`src/rtl/fetch_pc_sequencer.sv`:
```
// Fetch-stage PC sequencer: one outstanding instruction read, forwards words to decode,
// stalls on control flow until the store stage returns the next PC. Optional FETCH_PERF_COUNTERS_EN.
module fetch_pc_sequencer #(
    parameter int unsigned          ADDR_W      = 32,
    parameter int unsigned          INSTR_W     = 32,
    parameter int unsigned          INSTR_BYTES = 4,
    parameter logic [ADDR_W-1:0]    RESET_PC    = '0
) (
    input  logic                clk,
    input  logic                reset,
    input  logic                s2f_valid,
    input  logic [ADDR_W-1:0]   s2f_pc,
    output logic                s2f_ready,
    output logic                mem_req_valid,
    output logic [ADDR_W-1:0]   mem_req_addr,
    input  logic                mem_req_ready,
    input  logic                mem_rsp_valid,
    input  logic [INSTR_W-1:0]  mem_rsp_data,
    output logic                f2d_valid,
    input  logic                f2d_ready,
    output logic [INSTR_W-1:0]  f2d_instr,
    output logic [ADDR_W-1:0]   f2d_pc
`ifdef FETCH_PERF_COUNTERS_EN
    ,
    output logic [31:0]         perf_fetched,
    output logic [31:0]         perf_redirects,
    output logic [15:0]         perf_dropped
`endif
);

    typedef enum logic [1:0] {
        S_REQ,
        S_RSP,
        S_EMIT,
        S_WAIT_REDIR
    } state_t;

    state_t                 state_q, state_d;
    logic [ADDR_W-1:0]      pc_q, pc_d;
    logic                   redir_vld_q, redir_vld_d;
    logic [ADDR_W-1:0]      redir_pc_q, redir_pc_d;
    logic                   drop_q, drop_d;
    logic [INSTR_W-1:0]     f2d_instr_d;
    logic [ADDR_W-1:0]      f2d_pc_d;

    logic                   req_fire_c;
    logic                   f2d_fire_c;
    logic                   s2f_fire_c;
    logic                   redirect_c;
    logic [ADDR_W-1:0]      redirect_pc_c;
    logic                   is_ctrl_c;

    assign req_fire_c    = mem_req_valid & mem_req_ready;
    assign f2d_fire_c    = f2d_valid & f2d_ready;
    assign s2f_fire_c    = s2f_valid & s2f_ready;
    assign redirect_c    = redir_vld_q | s2f_fire_c;
    assign redirect_pc_c = redir_vld_q ? redir_pc_q : s2f_pc;
    assign is_ctrl_c     = (f2d_instr[6:4] == 3'b110);
    assign mem_req_addr  = pc_q;

    // State register and registered outputs
    always_ff @(posedge clk) begin
        if (reset) begin
            state_q       <= S_REQ;
            pc_q          <= RESET_PC;
            redir_vld_q   <= 1'b0;
            redir_pc_q    <= '0;
            drop_q        <= 1'b0;
            f2d_instr     <= '0;
            f2d_pc        <= '0;
            mem_req_valid <= 1'b0;
            f2d_valid     <= 1'b0;
            s2f_ready     <= 1'b1;
        end else begin
            state_q       <= state_d;
            pc_q          <= pc_d;
            redir_vld_q   <= redir_vld_d;
            redir_pc_q    <= redir_pc_d;
            drop_q        <= drop_d;
            f2d_instr     <= f2d_instr_d;
            f2d_pc        <= f2d_pc_d;
            mem_req_valid <= (state_d == S_REQ) && !drop_d;
            f2d_valid     <= (state_d == S_EMIT);
            s2f_ready     <= !redir_vld_d || (state_d == S_WAIT_REDIR);
        end
    end

    // Next-state logic
    always_comb begin
        state_d     = state_q;
        pc_d        = pc_q;
        redir_vld_d = redir_vld_q;
        redir_pc_d  = redir_pc_q;
        drop_d      = drop_q;
        f2d_instr_d = f2d_instr;
        f2d_pc_d    = f2d_pc;

        // A packet taken outside WAIT_REDIR is parked until a state can consume it
        if (s2f_fire_c && (state_q != S_WAIT_REDIR)) begin
            redir_vld_d = 1'b1;
            redir_pc_d  = s2f_pc;
        end

        case (state_q)
            S_REQ: begin
                if (drop_q) begin
                    if (mem_rsp_valid) begin
                        drop_d = 1'b0;
                    end
                end else if (req_fire_c) begin
                    state_d = S_RSP;
                end
            end
            S_RSP: begin
                if (redirect_c) begin
                    pc_d        = redirect_pc_c;
                    redir_vld_d = 1'b0;
                    drop_d      = !mem_rsp_valid;
                    state_d     = S_REQ;
                end else if (mem_rsp_valid) begin
                    f2d_instr_d = mem_rsp_data;
                    f2d_pc_d    = pc_q;
                    state_d     = S_EMIT;
                end
            end
            S_EMIT: begin
                if (f2d_fire_c) begin
                    if (is_ctrl_c && !redirect_c) begin
                        state_d = S_WAIT_REDIR;
                    end else if (redirect_c) begin
                        pc_d        = redirect_pc_c;
                        redir_vld_d = 1'b0;
                        state_d     = S_REQ;
                    end else begin
                        pc_d    = pc_q + ADDR_W'(INSTR_BYTES);
                        state_d = S_REQ;
                    end
                end
            end
            S_WAIT_REDIR: begin
                if (s2f_fire_c) begin
                    pc_d    = s2f_pc;
                    state_d = S_REQ;
                end
            end
            default: begin
                state_d = S_REQ;
            end
        endcase
    end

`ifdef FETCH_PERF_COUNTERS_EN
    logic perf_drop_c;

    assign perf_drop_c = mem_rsp_valid &&
                         (((state_q == S_REQ) && drop_q) ||
                          ((state_q == S_RSP) && redirect_c));

    // Saturating event counters
    always_ff @(posedge clk) begin
        if (reset) begin
            perf_fetched   <= '0;
            perf_redirects <= '0;
            perf_dropped   <= '0;
        end else begin
            if (f2d_fire_c && (perf_fetched != '1)) begin
                perf_fetched <= perf_fetched + 32'd1;
            end
            if (s2f_fire_c && (perf_redirects != '1)) begin
                perf_redirects <= perf_redirects + 32'd1;
            end
            if (perf_drop_c && (perf_dropped != '1)) begin
                perf_dropped <= perf_dropped + 16'd1;
            end
        end
    end
`endif

endmodule

```
`config.mk`:
```
export PLATFORM = sky130hd
export DESIGN_NAME = fetch_pc_sequencer
export DESIGN_NICKNAME = d
export VERILOG_FILES = /design/src/rtl/fetch_pc_sequencer.sv
export SDC_FILE = /design/constraint.sdc
export NUM_CORES = 1
export LEC_CHECK = 0
export CAP_MARGIN = 20
export CORE_MARGIN = 2
export CORE_UTILIZATION = 25
export CTS_CLUSTER_SIZE = 30
export DETAILED_ROUTE_END_ITERATION = 6
export GPL_ROUTABILITY_DRIVEN = 0
export PLACE_DENSITY_LB_ADDON = 0.05
export RECOVER_POWER = 25
export SLEW_MARGIN = 15
export SYNTH_ARGS = -nofsm -noshare
export SYNTH_HDL_FRONTEND = slang
export SYNTH_SLANG_ARGS = --single-unit
export TNS_END_PERCENT = 1
```
`constraint.sdc`:
```
create_clock -name clk -period 2.62 [get_ports clk]
set_clock_uncertainty 0.05 [all_clocks]
set_input_delay 0.262 -clock clk [delete_from_list [all_inputs] [get_ports clk]]
set_output_delay 0.262 -clock clk [all_outputs]
set_load 0.05 [all_outputs]
```
==> results of run 1 <==
cell usage in the layout, fill, tap and decap left out, types with 3 or more instances in the layout:
cell	Yosys	final
clkbuf_16	0	17
o21ai_0	29	29
o211ai_1	3	3
a22o_1	7	7
nor4_1	11	11
bufinv_16	0	3
xnor2_1	4	4
ha_1	5	5
o31ai_1	5	5
inv_6	0	4
a22oi_1	5	5
a31oi_1	5	5
dfxtp_1	135	135
o21a_1	4	4
o32ai_1	10	10
nand2_1	211	211
buf_4	0	41
a211o_1	4	4
buf_12	0	4
nand2b_1	11	11
nor2b_1	6	6
a221oi_1	13	13
a222oi_1	5	5
and2_1	3	3
and3_1	3	3
a21o_1	5	5
nand4_1	9	9
nand3b_1	3	3
nand3_1	14	13
nor4b_1	4	4
dlygate4sd3_1	0	42
a21oi_1	126	126
nor2_1	30	28
clkdlybuf4s50_1	0	125
a211oi_1	5	5
nor3_1	15	15
inv_1	12	12
worst register-to-register path: cells and delay by family (launching register included):
kind,cells,cell delay [ps]
flops,1,470
buf+inv,1,210
compound gates,2,300
simple gates,3,1220
cell type report:
cell class | instances | area (um2)
repair buffers | 215 | 2072
fillers | 2586 | 15140
clock inverters | 14 | 185.2
multi-input cells | 585 | 3119
flip-flops and latches | 135 | 2703
clock buffers | 18 | 439.2
well taps | 324 | 405.4
inverters | 12 | 45.04
registers in the layout, indices dropped and copies added, names as in the netlist:
| name | count |
|---|---|
| state_q | 2 |
| redir_pc_q | 32 |
| mem_req_addr | 32 |
| f2d_pc | 32 |
| f2d_valid | 1 |
| redir_vld_q | 1 |
| drop_q | 1 |
| mem_req_valid | 1 |
| f2d_instr | 32 |
| s2f_ready | 1 |
report_power, final:
part / internal [uW] / switching (uW) / leakage (uW)
registers: 2360 / 341 / 0.00110
logic: 1310 / 2330 / 0.00178
clock network: 1550 / 1030 / 0.000302
total: 5220 / 3700 / 0.00318
metal layers:
metal | up-vias | global-route usage [%]
met5 | - | 0
met4 | 0 | 4.464
met3 | 14 | 3.636
met2 | 194 | 24.12
met1 | 2868 | 26.42
li1 | 3149 | -
through the flow:
| step | cells | cell area [um2] | setup slack, ps |
|---|---|---|---|
| floorplan | 793 | 6090 | 168.9 |
| global placement | 1271 | 8353 | 256.9 |
| detailed placement | 1271 | 8353 | 229.2 |
| CTS | 1303 | 8977 | 204.8 |
| global route | 1303 | 8969 | 76.80 |
| finish | 1303 | 8969 | 267.8 |
cell families after synthesis:
family	count (synthesis)
and+or+nand+nor	335
AOI/OAI and AO/OA	240
DFF	135
buffers and inverters	73
adders and majority gates	5
xor gates and xnor gates	4
muxes	1
path summary, 6_finish.rpt:
check,start,slack [ps],endpoint,cells after the start
worst max-delay path,mem_req_addr[9],270,mem_req_addr[17],6
worst max register to register,mem_req_addr[9],270,mem_req_addr[17],6
worst min register to register,f2d_instr[27],400,f2d_instr[27],2
worst min-delay path,reset,180,redir_pc_q[2],2
timing repair:
item / CTS / global route
gates resized for setup: 0 / 1
endpoints found under the setup margin: 0 / 9
endpoints found under the hold margin: 0 / 0
==> flow_summary.toml, run 1 <==
[logic_synthesis]
synth_edf_count = 0
synth_fa_ha_area_share_pct = 1.027
ys.flop_type = "dfxtp_1"
synth_top_area_cell = "dfxtp_1"
yosysMostFrequentCell = "nand2_1"
synth-seq-area-share_pct = 44.38
synth_fp_nets = 868
yosys.area_share.xor_xnor_pct = 0.5753
synthesis.area_mm2 = 0.006090
synth_seq_cells = 135
async_reset_ff_share_pct = 0
synthCells = 793
synthSimpleGateAreaFrac_pct = 24.88
yosys-top-cells-count = "211 x nand2_1, 135 x dfxtp_1, 126 x a21oi_1, 53 x clkbuf_1, 30 x nor2_1"
synth_compound_area_share_pct = 24.31
synth.area.top_cells = "dfxtp_1 44%, nand2_1 13%, a21oi_1 10%"
synth_cell_type_count = 52
postSynthAreaPerCell_um2 = 7.679
muxShareOfSynthArea_pct = 0.1644
yosysWarnings = 0
synth_top_family_by_area = "simple AND/OR/NAND/NOR gates"
synth_top_area_share_pct = 44.38

[timing]
maxSlewHeadroom_pct = 14.94
setup_viol = 0
whs_ps = 182.6
rsz0062_at_grt = "false"
fmax_mhz = 425.1
period_minus_slack_ps = 2352
fin_setup_tns_ps = 0
post-route-period-util_pct = 89.78
worst_slew_pin_slew_ps = 1276
drv_slew = 0
hold_viol_final = 0

[run_status]
status = "finished clean"

[worst_setup_path]
cp.required_ps = 2890
cp-start-kind = "flop"
critPathTopFamily = "simple AND/OR/NAND/NOR gates"
critical_path_peak_fanout = 6
crit_type = "flop to flop"
crit_arrival_ps = 2620
critical_path.max_stage_delay_ps = 640
cp_slowest_cell = "or4_2"
crit_path_end_kind = "flop"
critPathBufInv = 1
cp_cell_sequence = "nand4_2, buf_4, or4_2, nor3_1, a221oi_1, o32ai_1"

[drt]
wirelength_mm = 22.70
drtPass1Iterations = 5
drtAntennaViolNets = 0
wl_per_cell_um = 17.42
wl_met1_mm = 12.01
via_per_inst = 4.777
initialDrtViolationCount = 532
dr_total_vias = 6225
wl_met3_mm = 1.177
top_layer_used = "met4"
dr_wl_met2_mm = 9.371
drc = 0

[final_layout]
drive_gt1_share_pct = 9.295
area_delta_synth_final_pct = 47.28
diodes = 0
nNetsFinal = 1041
fin_util_pct = 37.21

[min_path]
hp-class = "primary input to flop"

[power_and_ir_drop]
p_leak_uw = 0.003183
ir_worst_vdd_uv = 319.7
power_density_mw_per_mm2 = 994.5
p_total_uw = 8919

[clock_tree]
root_buffer = "clkbuf_16"
cts_tree = "built"
clk_path_buf_depth = 2
cts.sinks = 135
cts_setup_buffers = 0
h-tree-depth = 4
hold_buffers = 0
cts_inserted_buffers = 17
insertion_delay_ps = 420
clk_pin_slew_ps = 60

[placed_design]
io_buffers = 168
hpwl_mm = 16.26

[global_route]
grt.total_usage_pct = 17.23
antenna_found_initial = 0
grt.overflow.total = 0
grt_pass1_vias = 5675
grt_first_pass_wirelength_mm = 34.50
grt_start_max_net_pins = 65

[floorplanning]
start_util_pct = 25.26
die_x_um = 160.1
core_area_mm2 = 0.02411
die_h_um = 160.1
io_pins = 169
rows = 57
die-area_mm2 = 0.02562

[flow_run]
cap_violations = 0
Note: power is estimated with default switching activity, not from simulation.
==> run 2: changes to the inputs <==
--- a/config.mk
+++ b/config.mk
@@ -13,6 +13,7 @@
 export GPL_ROUTABILITY_DRIVEN = 0
 export PLACE_DENSITY_LB_ADDON = 0.05
 export RECOVER_POWER = 25
+export REMOVE_ABC_BUFFERS = 1
 export SLEW_MARGIN = 15
 export SYNTH_ARGS = -nofsm -noshare
 export SYNTH_HDL_FRONTEND = slang
==> flow_summary.toml, run 2 (same netlist as run 1, synthesis figures left out) <==
[final_layout]
diodes = 0
area_delta_synth_final_pct = 46.78
multi_input_area_mm2 = 0.003129
regArea_mm2 = 0.002703
nNetsFinal = 1040
final_common_cell = "nand2_1"
drive_gt1_share_pct = 9.417
mostFrequentLayoutCells = "211 x nand2_1, 135 x dfxtp_1, 126 x a21oi_1, 112 x clkdlybuf4s50_1, 55 x dlygate4sd3_1"
fillers = 2571
fin_cells = 1301

[clock_tree]
cts_setup_buffers = 0
root_buffer = "clkbuf_16"
clk_path_buf_depth = 2
insertion_delay_ps = 420
hold_buffers = 0
cts_inserted_buffers = 17
cts-resized-gates = 0
clk_pin_slew_ps = 60
cts.sinks = 135
h-tree-depth = 4
cts_tree = "built"

[global_route]
antenna_found_initial = 0
grt_pass1_vias = 6066
grt_start_max_net_pins = 65
grt.total_usage_pct = 17.19
grt.overflow.total = 0
grt_first_pass_wirelength_mm = 34.86

[timing]
worst_slew_pin_slew_ps = 793.4
period_minus_slack_ps = 2219
post-route-period-util_pct = 84.68
setup_viol = 0
rsz0062_at_grt = "false"
hold_viol_final = 0
drv_slew = 0
maxSlewHeadroom_pct = 47.11
fmax_mhz = 450.8
whs_ps = 217.3

[drt]
drtAntennaViolNets = 0
via_per_inst = 4.818
initialDrtViolationCount = 397
drtPass1Iterations = 5
dr_total_vias = 6268
wirelength_mm = 22.00
drc = 0
wl_per_cell_um = 16.91

[floorplanning]
core_area_mm2 = 0.02411
die_h_um = 160.1
rows = 57
die-area_mm2 = 0.02562
die_x_um = 160.1
io_pins = 169
start_util_pct = 25.26

[worst_setup_path]
cp-start-kind = "flop"
r2r.worst_path.cells = 6
critPathLaunch = "mem_req_addr[3]"
cp-endpoint = "mem_req_addr[18]"
critPathBufInv = 0
critical_path.max_stage_delay_ps = 580
crit_arrival_ps = 2520
critPathTopFamily = "simple AND/OR/NAND/NOR gates"
cp_cell_sequence = "ha_1, nand3_1, or4_1, or3_1, a21o_1, a21oi_1"
crit_path_end_kind = "flop"
cp_slowest_cell = "or4_1"
crit_cells = 6
r2r-start = "mem_req_addr[3]"
regToRegEndpoint = "mem_req_addr[18]"
critical_path_peak_fanout = 7
cp.required_ps = 2920
regToRegSetupSlack_ps = 400
crit_type = "flop to flop"

[power_and_ir_drop]
p_int_uw = 5055
comb_power_share_pct = 42.5
swShare_pct = 41.41
p_leak_uw = 0.003224
power_density_mw_per_mm2 = 965.3
seqPwrFrac_pct = 30.7
p_sw_uw = 3573
clock_power_share_pct = 26.8
ir_worst_vdd_uv = 419.7

[run_status]
status = "finished clean"

[placed_design]
place_inst = 1270
hpwl_mm = 14.59
io_buffers = 168

[min_path]
hp-class = "primary input to flop"

[flow_run]
cap_violations = 0
-- run 2: power by group through the flow --
stage	Clock [uW]	Combinational, uW	Sequential, uW
6_report	2310	3670	2650
4_1_cts	2370	3720	2650
3_3_place_gp	0	3720	2700
3_5_place_dp	0	3710	2690
5_1_grt	2470	3970	2700
2_1_floorplan	0	1280	3460
-- run 2: worst reg2reg max path: stages (launching register included) --
cell	delay, ps
dfxtp_1	460
ha_1	250
nand3_1	130
or4_1	580
or3_1	360
a21o_1	180
a21oi_1	120
-- run 2: per-stage QoR --
stage                     cell area (um2)  util, %  total power, uW  TNS (ps)  setup WS, ps
after floorplan                      5851        -             4739    -51370        -784.0
after global placement               8382    34.77             6415         0         295.2
after detailed placement             8382    34.77             6407         0         293.5
after CTS                            8939    37.08             8749         0         372.0
after global routing                 8939    37.08             9132         0         166.9
final                                8939    37.08             8629         0         401.5
-- run 2: layout make-up --
type                    instances  share of cell area (%)
clock buffers                  19                   5.067
clock inverters                12                   1.162
inverters                      12                  0.5039
multi-input cells             585                   35.01
flip-flops and latches        135                   30.24
well taps                     324                   4.535
repair buffers                214                   23.49
-- run 2: how the worst min path moves through the flow --
| stage | start | to | slack, ps | cells after the start |
|---|---|---|---|---|
| after floorplan | reset | f2d_instr[0] | 280 | 1 |
| after global placement | f2d_instr[30] | f2d_instr[30] | 390 | 2 |
| after detailed placement | f2d_pc[12] | f2d_pc[12] | 400 | 2 |
| after CTS | reset | state_q[0] | 210 | 2 |
| after global routing | reset | state_q[0] | 230 | 2 |
| final | reset | state_q[1] | 220 | 2 |
-- run 2: per-layer routing --
| metal | vias up | global-route usage [%] | share of wire [%] |
|---|---|---|---|
| met1 | 2960 | 24.04 | 50 |
| met5 | - | 0 | 0 |
| met2 | 148 | 27.47 | 45 |
| met3 | 11 | 3.377 | 4.2 |
| met4 | 0 | 3.686 | 0.70 |
| li1 | 3149 | - | - |
